<file path="config.mk">
export PLATFORM = sky130hd
export DESIGN_NAME = bcd_updown_counter_flat
export DESIGN_NICKNAME = d
export VERILOG_FILES = /design/src/rtl/bcd_updown_counter_pkg.sv /design/src/rtl/bcd_updown_counter_if.sv /design/src/rtl/bcd_updown_counter_digit.sv /design/src/rtl/bcd_updown_counter.sv /design/src/flat_wrapper.sv
export SDC_FILE = /design/constraint.sdc
export NUM_CORES = 1
export LEC_CHECK = 0
export CAP_MARGIN = 20
export CORE_AREA = 5 5 125 80
export CTS_BUF_LIST = sky130_fd_sc_hd__clkbuf_8
export DETAILED_ROUTE_END_ITERATION = 8
export DIE_AREA = 0 0 130 85
export DONT_BUFFER_PORTS = 1
export PLACE_DENSITY = 0.6
export SYNTH_ARGS = -nofsm -noshare
export SYNTH_HDL_FRONTEND = slang
export SYNTH_SLANG_ARGS = --single-unit
</file>
<file path="constraint.sdc">
create_clock -name clk -period 2.3 [get_ports clk]
set_clock_uncertainty 0.2 [all_clocks]
set_input_delay 0.115 -clock clk [delete_from_list [all_inputs] [get_ports clk]]
set_output_delay 0.115 -clock clk [all_outputs]
set_load 0.01 [all_outputs]
</file>
<file path="src/rtl/bcd_updown_counter_pkg.sv">
// counter_pkg: shared BCD digit type, limits and load clamp helper.
package counter_pkg;
   typedef logic [3:0] bcd_t;
   localparam bcd_t BCD_MAX = 4'd9;
   localparam bcd_t BCD_MIN = 4'd0;
   function automatic bcd_t bcd_clamp(bcd_t d);
      return (d > BCD_MAX) ? BCD_MAX : d;
   endfunction
endpackage

</file>
<file path="src/rtl/bcd_updown_counter_if.sv">
// bcd_updown_counter_if: control inputs and BCD count outputs of the counter.
interface bcd_updown_counter_if #(parameter int DIGITS = 4);
   logic                  en;
   logic                  up;
   logic                  clr;
   logic                  load;
   logic [4*DIGITS-1:0]   load_val;
   logic [4*DIGITS-1:0]   digits;
   logic                  tick;
   logic                  wrap;
   logic                  load_err;
   logic                  zero;
   modport master (output en, up, clr, load, load_val, input digits, tick, wrap, load_err, zero);
   modport slave  (input en, up, clr, load, load_val, output digits, tick, wrap, load_err, zero);
endinterface

</file>
<file path="src/rtl/bcd_updown_counter_digit.sv">
// bcd_digit: one registered BCD digit with clear, clamped load and up/down step.
module bcd_digit
   import counter_pkg::*;
(
   input  logic clk,
   input  logic rst_N,
   input  logic step_i,
   input  logic up_i,
   input  logic clr_i,
   input  logic load_i,
   input  bcd_t load_val_i,
   output bcd_t value_o,
   output logic carry_o
);
   bcd_t value_q, value_d;
   logic at_edge;
   assign at_edge = up_i ? (value_q == BCD_MAX) : (value_q == BCD_MIN);
   assign carry_o = step_i && at_edge;
   always_comb begin
      value_d = clr_i  ? BCD_MIN :
                load_i ? bcd_clamp(load_val_i) :
                !step_i ? value_q :
                up_i   ? (at_edge ? BCD_MIN : value_q + 4'd1) :
                         (at_edge ? BCD_MAX : value_q - 4'd1);
   end
   always_ff @(posedge clk or negedge rst_N) begin
      if (!rst_N) value_q <= BCD_MIN;
      else        value_q <= value_d;
   end
   assign value_o = value_q;
endmodule

</file>
<file path="src/rtl/bcd_updown_counter.sv">
// bcd_updown_counter: prescaled multi-digit BCD up/down counter with clear and load.
module bcd_updown_counter
   import counter_pkg::*;
#(
   parameter int DIGITS   = 4,
   parameter int TICK_DIV = 50_000_000
)(
   input logic clk,
   input logic rst_N,
   bcd_updown_counter_if.slave bus
);
   localparam int PW = (TICK_DIV > 1) ? $clog2(TICK_DIV) : 1;
   localparam logic [PW-1:0] LAST = PW'(TICK_DIV - 1);
   logic [PW-1:0]       presc_q, presc_d;
   logic [DIGITS:0]     chain;
   logic [DIGITS-1:0]   bad;
   logic [4*DIGITS-1:0] digits_w;
   logic                tick_q, wrap_q, load_err_q;
   // clr and load both outrank the step, so the chain only starts when neither is active
   assign chain[0] = bus.en && (presc_q == LAST) && !bus.clr && !bus.load;
   assign presc_d  = (bus.clr || bus.load) ? '0 :
                     !bus.en              ? presc_q :
                     (presc_q == LAST)    ? '0 : presc_q + 1'b1;
   for (genvar g = 0; g < DIGITS; g++) begin : g_digit
      bcd_digit u_digit (
         .clk        (clk),
         .rst_N      (rst_N),
         .step_i     (chain[g]),
         .up_i       (bus.up),
         .clr_i      (bus.clr),
         .load_i     (bus.load),
         .load_val_i (bus.load_val[4*g +: 4]),
         .value_o    (digits_w[4*g +: 4]),
         .carry_o    (chain[g+1])
      );
      assign bad[g] = bus.load_val[4*g +: 4] > BCD_MAX;
   end
   always_ff @(posedge clk or negedge rst_N) begin
      if (!rst_N) begin
         presc_q    <= '0;
         tick_q     <= 1'b0;
         wrap_q     <= 1'b0;
         load_err_q <= 1'b0;
      end else begin
         presc_q    <= presc_d;
         tick_q     <= chain[0];
         wrap_q     <= chain[DIGITS];
         load_err_q <= bus.load && !bus.clr && |bad;
      end
   end
   assign bus.digits   = digits_w;
   assign bus.tick     = tick_q;
   assign bus.wrap     = wrap_q;
   assign bus.load_err = load_err_q;
   assign bus.zero     = (digits_w == '0);
endmodule

</file>
<file path="src/flat_wrapper.sv">
// flat-port wrapper written by rule: the top's interface ports become plain ports
module bcd_updown_counter_flat import counter_pkg::*;
#(
   parameter int DIGITS   = 4,
   parameter int TICK_DIV = 50_000_000
)
  (clk, rst_N, bus_en, bus_up, bus_clr, bus_load, bus_load_val, bus_digits, bus_tick, bus_wrap, bus_load_err, bus_zero);
  bcd_updown_counter_if #(.DIGITS(DIGITS)) bus_i ();
  input logic clk;
  input logic rst_N;
  input wire logic [$bits(bus_i.en)-1:0] bus_en;
  input wire logic [$bits(bus_i.up)-1:0] bus_up;
  input wire logic [$bits(bus_i.clr)-1:0] bus_clr;
  input wire logic [$bits(bus_i.load)-1:0] bus_load;
  input wire logic [$bits(bus_i.load_val)-1:0] bus_load_val;
  output wire logic [$bits(bus_i.digits)-1:0] bus_digits;
  output wire logic [$bits(bus_i.tick)-1:0] bus_tick;
  output wire logic [$bits(bus_i.wrap)-1:0] bus_wrap;
  output wire logic [$bits(bus_i.load_err)-1:0] bus_load_err;
  output wire logic [$bits(bus_i.zero)-1:0] bus_zero;
  assign bus_i.en = bus_en;
  assign bus_i.up = bus_up;
  assign bus_i.clr = bus_clr;
  assign bus_i.load = bus_load;
  assign bus_i.load_val = bus_load_val;
  assign bus_digits = bus_i.digits;
  assign bus_tick = bus_i.tick;
  assign bus_wrap = bus_i.wrap;
  assign bus_load_err = bus_i.load_err;
  assign bus_zero = bus_i.zero;
  bcd_updown_counter #(.DIGITS(DIGITS), .TICK_DIV(TICK_DIV)) u_core (.clk(clk), .rst_N(rst_N), .bus(bus_i));
endmodule
</file>
==> impl_metrics.yaml, run 1 <==
worst_setup_path:
  path_cells: "or4_4, nor4_4, nand4_4, o21ai_4, mux2_4"
  cp_slowest_stage_delay_ps: 520
  reg2reg_to: "u_core.g_digit[3].u_digit.value_o[2]$_DFFE_PN0P_"
  crit_path_top_delay_cell: "or4_4"
  worstPathRequired_ps: 2310
  crit_type: "register to register"
  worstPathArrival_ps: 2310
  start_kind: "register"
  critical_path_buf_inv_count: 0
  reg2reg_slack_ps: -7
  crit_family: "simple AND/OR/NAND/NOR gates"
  reg2reg_depth: 5
  r2r_start: "u_core.presc_q[24]$_DFFE_PN0P_"
  crit_fanout: 5
  crit_path_end_kind: "register"
sta:
  period_share_pct: 100
  final.setup.tns_ps: -11.0
  hold_viol: 1
  grt_setup_unrepaired: "true"
  fmax_mhz: 433
  tightest_slew_ps: 618
  worst_slack_ps: -7.09
  setup_viol: 2
  slew_headroom_pct: 58.4
  drv_slew: 0
  finalCriticalPeriod_ps: 2310
  whs_ps: -28.6
logic_synthesis:
  netlist.area_leader.share_pct: 33.5
  yosysTopAreaCell: "dfrtp_1"
  syn_nets: 423
  ys_ff_latch: 45
  synthCells: 388
  synth_edf_count: 0
  synthDistinctLibCells: 65
  synth_ff_type: "dfrtp_1"
  ys_top_cells_by_area: "dfrtp_1, ha_1, o21ai_0"
  ys_seq_area_share_pct: 33.5
  avgSynthCellArea_um2: 8.67
  syn_area_um2: 3370
  synth_most_common_cell: "dfrtp_1"
  synth_warnings: 0
  ys_async_sr_fraction_pct: 100
  synth_commonest_cells: "dfrtp_1, nand2_1, o21ai_0"
finish:
  final_core_util_pct: 47.7
  regArea_um2: 1130
  multi_input_area_um2: 2120
  syn_to_final_growth_pct: 24.6
  n_fill_cell: 842
  drive_gt1_share_pct: 21.1
  nNetsFinal: 484
  antenna_cells: 0
  design_area_um2: 4190
routing:
  drt_first_pass_iters: 5
  viasPerCell: 6.15
  drt_iter0_markers: 345
  wl_per_cell_um: 19.1
  postRouteAntennaNets: 0
  drc: 0
  finalWirelength_um: 10800
  vias: 3479
power_and_ir_drop:
  p_switching_w: 0.000674
  p_int_w: 0.00131
  seq_power_share_pct: 43.5
  p_leak_nw: 1.84
  power_density_nw_per_um2: 474
  ir_worst_vdd_uv: 253
  p_sw_share_pct: 33.9
  combPwrFrac_pct: 31.9
  finalPower_w: 0.00199
  pwr-share-clk_pct: 24.6
clock_network:
  cts_sinks: 45
  cts_root_buf: "clkbuf_8"
  cts_buffers: 5
  clk_path_buf_depth: 2
  clkTransAtPathRegs_ps: 90
  tritoncts: "built"
  htree_levels: 2
  clk_latency_ps: 310
worst_hold_path:
  holdCritStartpoint: "bus_up"
  whs_endpoint: "u_core.g_digit[0].u_digit.value_o[3]$_DFFE_PN0P_"
  min_path_type: "primary input to register"
  hold_depth: 3
global_route:
  grt_overflow: 0
  first_global_vias: 3264
  grtUsageTotal_pct: 19.8
  grt_pass1_wl_um: 17500
  antenna_found_initial: 0
  grt_max_degree: 46
run:
  maxCapViolations: 0
floorplanning:
  die_w_um: 130
  core_area_um2: 8780
  initial_utilization_pct: 38.3
  die-area_um2: 11100
  rows: 27
  die-height_um: 85
  io_pins: 42
placed_design:
  port_buffers: 0
  gp_congestion: 0.924
  placed_area_um2: 3770
  dp_hpwl_um: 7570
run_status:
  outcome: "finished, violations left"
  violations: "negative hold slack, negative setup slack"
==> state kept, by name, summed over array words and instances (netlist names) <==
| register | flops |
|---|---|
| u_core.g_digit.u_digit.value_o | 16 |
| u_core.presc_q | 26 |
| u_core.bus.load_err | 1 |
| u_core.bus.tick | 1 |
| u_core.bus.wrap | 1 |
==> tightest hold or removal path, stage by stage <==
cell,delay [ps]
nor3_1,40
a211oi_1,190
o22ai_1,90
==> cell families after synthesis <==
group / synth area share [%]
compound gates: 22.8
xor+xnor: 2.86
fa+ha+maj: 4.83
buf+inv: 5.46
flops: 33.5
mux: 4.09
simple gates: 26.5
==> layer usage <==
layer,part of all wire [%],vias up,track usage (%)
met5,0,-,0
met4,1.1,0,5.28
met3,10,10,5.22
met2,41,168,27.4
met1,47,1705,30.2
li1,-,1596,-
==> power groups by stage <==
stage	logic, W	registers (W)	clock network, W
5_1_grt	0.000694	0.000870	0.000534
2_1_floorplan	0.000343	0.000908	0
4_1_cts	0.000611	0.000863	0.000503
3_3_place_gp	0.000527	0.000880	0
6_report	0.000634	0.000865	0.000488
3_5_place_dp	0.000536	0.000879	0
==> layout make-up <==
class | count | area share, %
Sequential cell | 45 | 27.0
Clock buffer | 5 | 1.64
Multi-Input combinational cell | 303 | 50.5
Inverter | 19 | 1.70
Tap cell | 116 | 3.46
Timing Repair Buffer | 75 | 15.4
Clock inverter | 3 | 0.269
==> per-stage QoR <==
stage	worst slack, ps	hold slack (ps)	instances
after CTS	22.8	5.44	564
after floorplan	-34.3	-381	388
final	-7.09	-28.6	566
after detailed placement	50.1	-379	531
after global routing	-69.2	17.8	566
after global placement	72.1	-379	531
==> placed cells by master, fill, tap and decap left out, types with 4 or more instances in the layout <==
cell / instances
and4_1: 5
a31oi_1: 21
and3_1: 9
inv_1: 20
dfrtp_2: 4
and2_1: 4
nand3_1: 13
mux2i_1: 9
dfrtp_1: 41
nor4_1: 6
ha_1: 11
buf_4: 49
dlygate4sd3_1: 24
a32oi_1: 6
nor3_1: 7
nand2b_1: 6
xnor2_1: 9
a21oi_1: 25
o21ai_0: 27
nand2_1: 27
nand4_1: 14
a21o_1: 4
nor2_1: 21
clkbuf_8: 5
==> worst max-delay path by stage <==
stage	startpoint	to	slack, ps	cells past startpoint
finish	u_core.presc_q[24]$_DFFE_PN0P_	u_core.g_digit[3].u_digit.value_o[2]$_DFFE_PN0P_	-7	5
global route	u_core.presc_q[8]$_DFFE_PN0P_	u_core.g_digit[3].u_digit.value_o[0]$_DFFE_PN0P_	-70	6
CTS	u_core.g_digit[2].u_digit.value_o[1]$_DFFE_PN0P_	bus_zero	20	6
detailed placement	u_core.g_digit[3].u_digit.value_o[0]$_DFFE_PN0P_	u_core.g_digit[3].u_digit.value_o[2]$_DFFE_PN0P_	50	7
global placement	u_core.presc_q[11]$_DFFE_PN0P_	u_core.g_digit[2].u_digit.value_o[1]$_DFFE_PN0P_	70	6
floorplan	u_core.g_digit[3].u_digit.value_o[1]$_DFFE_PN0P_	u_core.g_digit[3].u_digit.value_o[2]$_DFFE_PN0P_	-30	7
==> timing repair <==
| item | CTS | global route |
|---|---|---|
| hold buffers | 25 | 1 |
| resized for setup | 1 | 14 |
| pin swaps | 1 | 6 |
| endpoints found under the hold margin | 67 | 1 |
| buffers inserted | 0 | 2 |
| setup endpoints to repair | 1 | 18 |
Power figures use the tool's default switching activity.
==> run 2, diff against run 1 <==
==> constraint.sdc (replaced) <==
create_clock -name clk -period 1.9 [get_ports clk]
set_clock_uncertainty 0.2 [all_clocks]
set_input_delay 0.095 -clock clk [delete_from_list [all_inputs] [get_ports clk]]
set_output_delay 0.095 -clock clk [all_outputs]
set_load 0.01 [all_outputs]
==> impl_metrics.yaml, run 2 (same netlist as run 1, synthesis figures left out) <==
run_status:
  outcome: "finished, violations left"
  violations: "negative hold slack, negative setup slack"
worst_hold_path:
  min_path_type: "primary input to register"
  whs_endpoint: "u_core.g_digit[0].u_digit.value_o[0]$_DFFE_PN0P_"
  hold_depth: 4
  holdCritStartpoint: "bus_load_val[0]"
sta:
  tightest_slew_ps: 619
  fmax_mhz: 437
  hold_viol: 2
  worst_slack_ps: -391
  setup_viol: 42
  finalCriticalPeriod_ps: 2290
  grt_setup_unrepaired: "true"
  drv_slew: 0
  slew_headroom_pct: 58.7
  whs_ps: -9.15
  final.setup.tns_ps: -9820
  period_share_pct: 121
finish:
  layout_common_cells: "buf_4, dfrtp_1, dlygate4sd3_1"
  design_area_um2: 5100
  final_common_cell: "buf_4"
  regMostFlops: "u_core.presc_q"
  syn_to_final_growth_pct: 51.5
  largest_reg_flops: 26
  n_fill_cell: 748
  antenna_cells: 0
  nNetsFinal: 537
  drive_gt1_share_pct: 40.6
placed_design:
  dp_hpwl_um: 8030
  placed_area_um2: 4240
  gp_congestion: 0.969
  port_buffers: 0
worst_setup_path:
  reg2reg_depth: 7
  crit_path_end_kind: "register"
  crit_fanout: 3
  reg2reg_to: "u_core.g_digit[3].u_digit.value_o[3]$_DFFE_PN0P_"
  start_kind: "register"
  crit_type: "register to register"
  worstPathRequired_ps: 1900
  reg2reg_slack_ps: -390
  worstPathArrival_ps: 2290
  r2r_start: "u_core.g_digit[1].u_digit.value_o[0]$_DFFE_PN0P_"
routing:
  vias: 3711
  drc: 0
  postRouteAntennaNets: 0
  finalWirelength_um: 12300
  viasPerCell: 6.00
  drt_iter0_markers: 282
  drt_first_pass_iters: 5
  wl_per_cell_um: 19.8
floorplanning:
  initial_utilization_pct: 38.3
  die_w_um: 130
  die-height_um: 85
  rows: 27
  io_pins: 42
  die-area_um2: 11100
  core_area_um2: 8780
clock_network:
  clk_path_buf_depth: 2
  clkTransAtPathRegs_ps: 100
  htree_levels: 2
  clk_latency_ps: 310
  cts_buffers: 5
  cts_sinks: 45
  tritoncts: "built"
  cts_root_buf: "clkbuf_8"
global_route:
  antenna_found_initial: 0
  first_global_vias: 3533
  grt_overflow: 0
  grt_max_degree: 46
  grt_pass1_wl_um: 19200
  grtUsageTotal_pct: 21.9
power_and_ir_drop:
  p_leak_nw: 2.22
  power_density_nw_per_um2: 508
  ir_worst_vdd_uv: 273
run:
  maxCapViolations: 0
==> run 2: cell types whose count changed in the layout (fill, tap and decap cells not counted), moves of 5 or more <==
cell,delta
nand2_1,-5
a31oi_4,+5
o21ai_1,+8
a21oi_1,-17
a21oi_2,+14
buf_4,+36
a31oi_1,-5
o21ai_0,-13
inv_1,-6
buf_6,+10
==> run 2: how the worst max path moves through the flow <==
stage | to | slack (ps) | from | cells past startpoint
3_3_place_gp | u_core.presc_q[8]$_DFFE_PN0P_ | -320 | u_core.presc_q[8]$_DFFE_PN0P_ | 6
2_1_floorplan | u_core.g_digit[3].u_digit.value_o[2]$_DFFE_PN0P_ | -330 | u_core.g_digit[3].u_digit.value_o[0]$_DFFE_PN0P_ | 7
4_1_cts | u_core.g_digit[3].u_digit.value_o[3]$_DFFE_PN0P_ | -340 | u_core.g_digit[1].u_digit.value_o[0]$_DFFE_PN0P_ | 7
5_1_grt | u_core.g_digit[3].u_digit.value_o[3]$_DFFE_PN0P_ | -440 | u_core.g_digit[1].u_digit.value_o[0]$_DFFE_PN0P_ | 7
3_5_place_dp | u_core.g_digit[3].u_digit.value_o[3]$_DFFE_PN0P_ | -330 | u_core.g_digit[1].u_digit.value_o[0]$_DFFE_PN0P_ | 7
6_report | u_core.g_digit[3].u_digit.value_o[3]$_DFFE_PN0P_ | -390 | u_core.g_digit[1].u_digit.value_o[0]$_DFFE_PN0P_ | 7
==> run 2: power by group <==
group | switching (W) | internal (W) | leakage (nW)
Sequential | 0.0000458 | 0.00100 | 0.602
Clock | 0.000367 | 0.000255 | 0.0416
Combinational | 0.000480 | 0.000439 | 1.57
==> run 2: per-stage QoR <==
step	total power [W]	setup slack (ps)	util [%]	cells
6_report	0.00259	-391	58.1	619
3_3_place_gp	0.00179	-319	48.3	571
4_1_cts	0.00257	-342	56.6	618
5_1_grt	0.00274	-445	58.1	619
2_1_floorplan	0.00157	-328	-	388
3_5_place_dp	0.00180	-330	48.3	571
==> run 2: per-layer routing <==
metal	vias up	part of all wire [%]	track usage (%)	wire (um)
met5	-	0	0	0
met3	18	10	5.16	1270
met1	1822	47	34.1	5770
met2	163	41	30.3	5080
li1	1708	-	-	-
met4	0	1.2	4.43	150
==> run 2: area by class of cell <==
cell class / count / area [um^2] / share of cell area (%)
clock buffers: 5 / 68.8 / 1.35
clock inverters: 3 / 18.8 / 0.368
inverters: 19 / 71.3 / 1.40
multi-input cells: 304 / 2510 / 49.2
flip-flops and latches: 45 / 1130 / 22.3
well taps: 116 / 145 / 2.85
repair buffers: 127 / 1150 / 22.6
==> run 2: timing repair <==
action	4_1_cts	5_1_grt
endpoints found under the setup margin	42	43
buffers inserted	11	1
cloned	5	0
pin swaps	22	17
gates resized for setup	53	27
endpoints found under the hold margin	70	8
hold buffers	23	2
==> run 2: critical path, cell delays in order (launching register included) <==
cell and delay (ps):
dfrtp_2 420, inv_2 80, ha_4 140, or4b_4 500, a221o_1 350, nor4_2 230, o211a_1 210, nor3_1 50
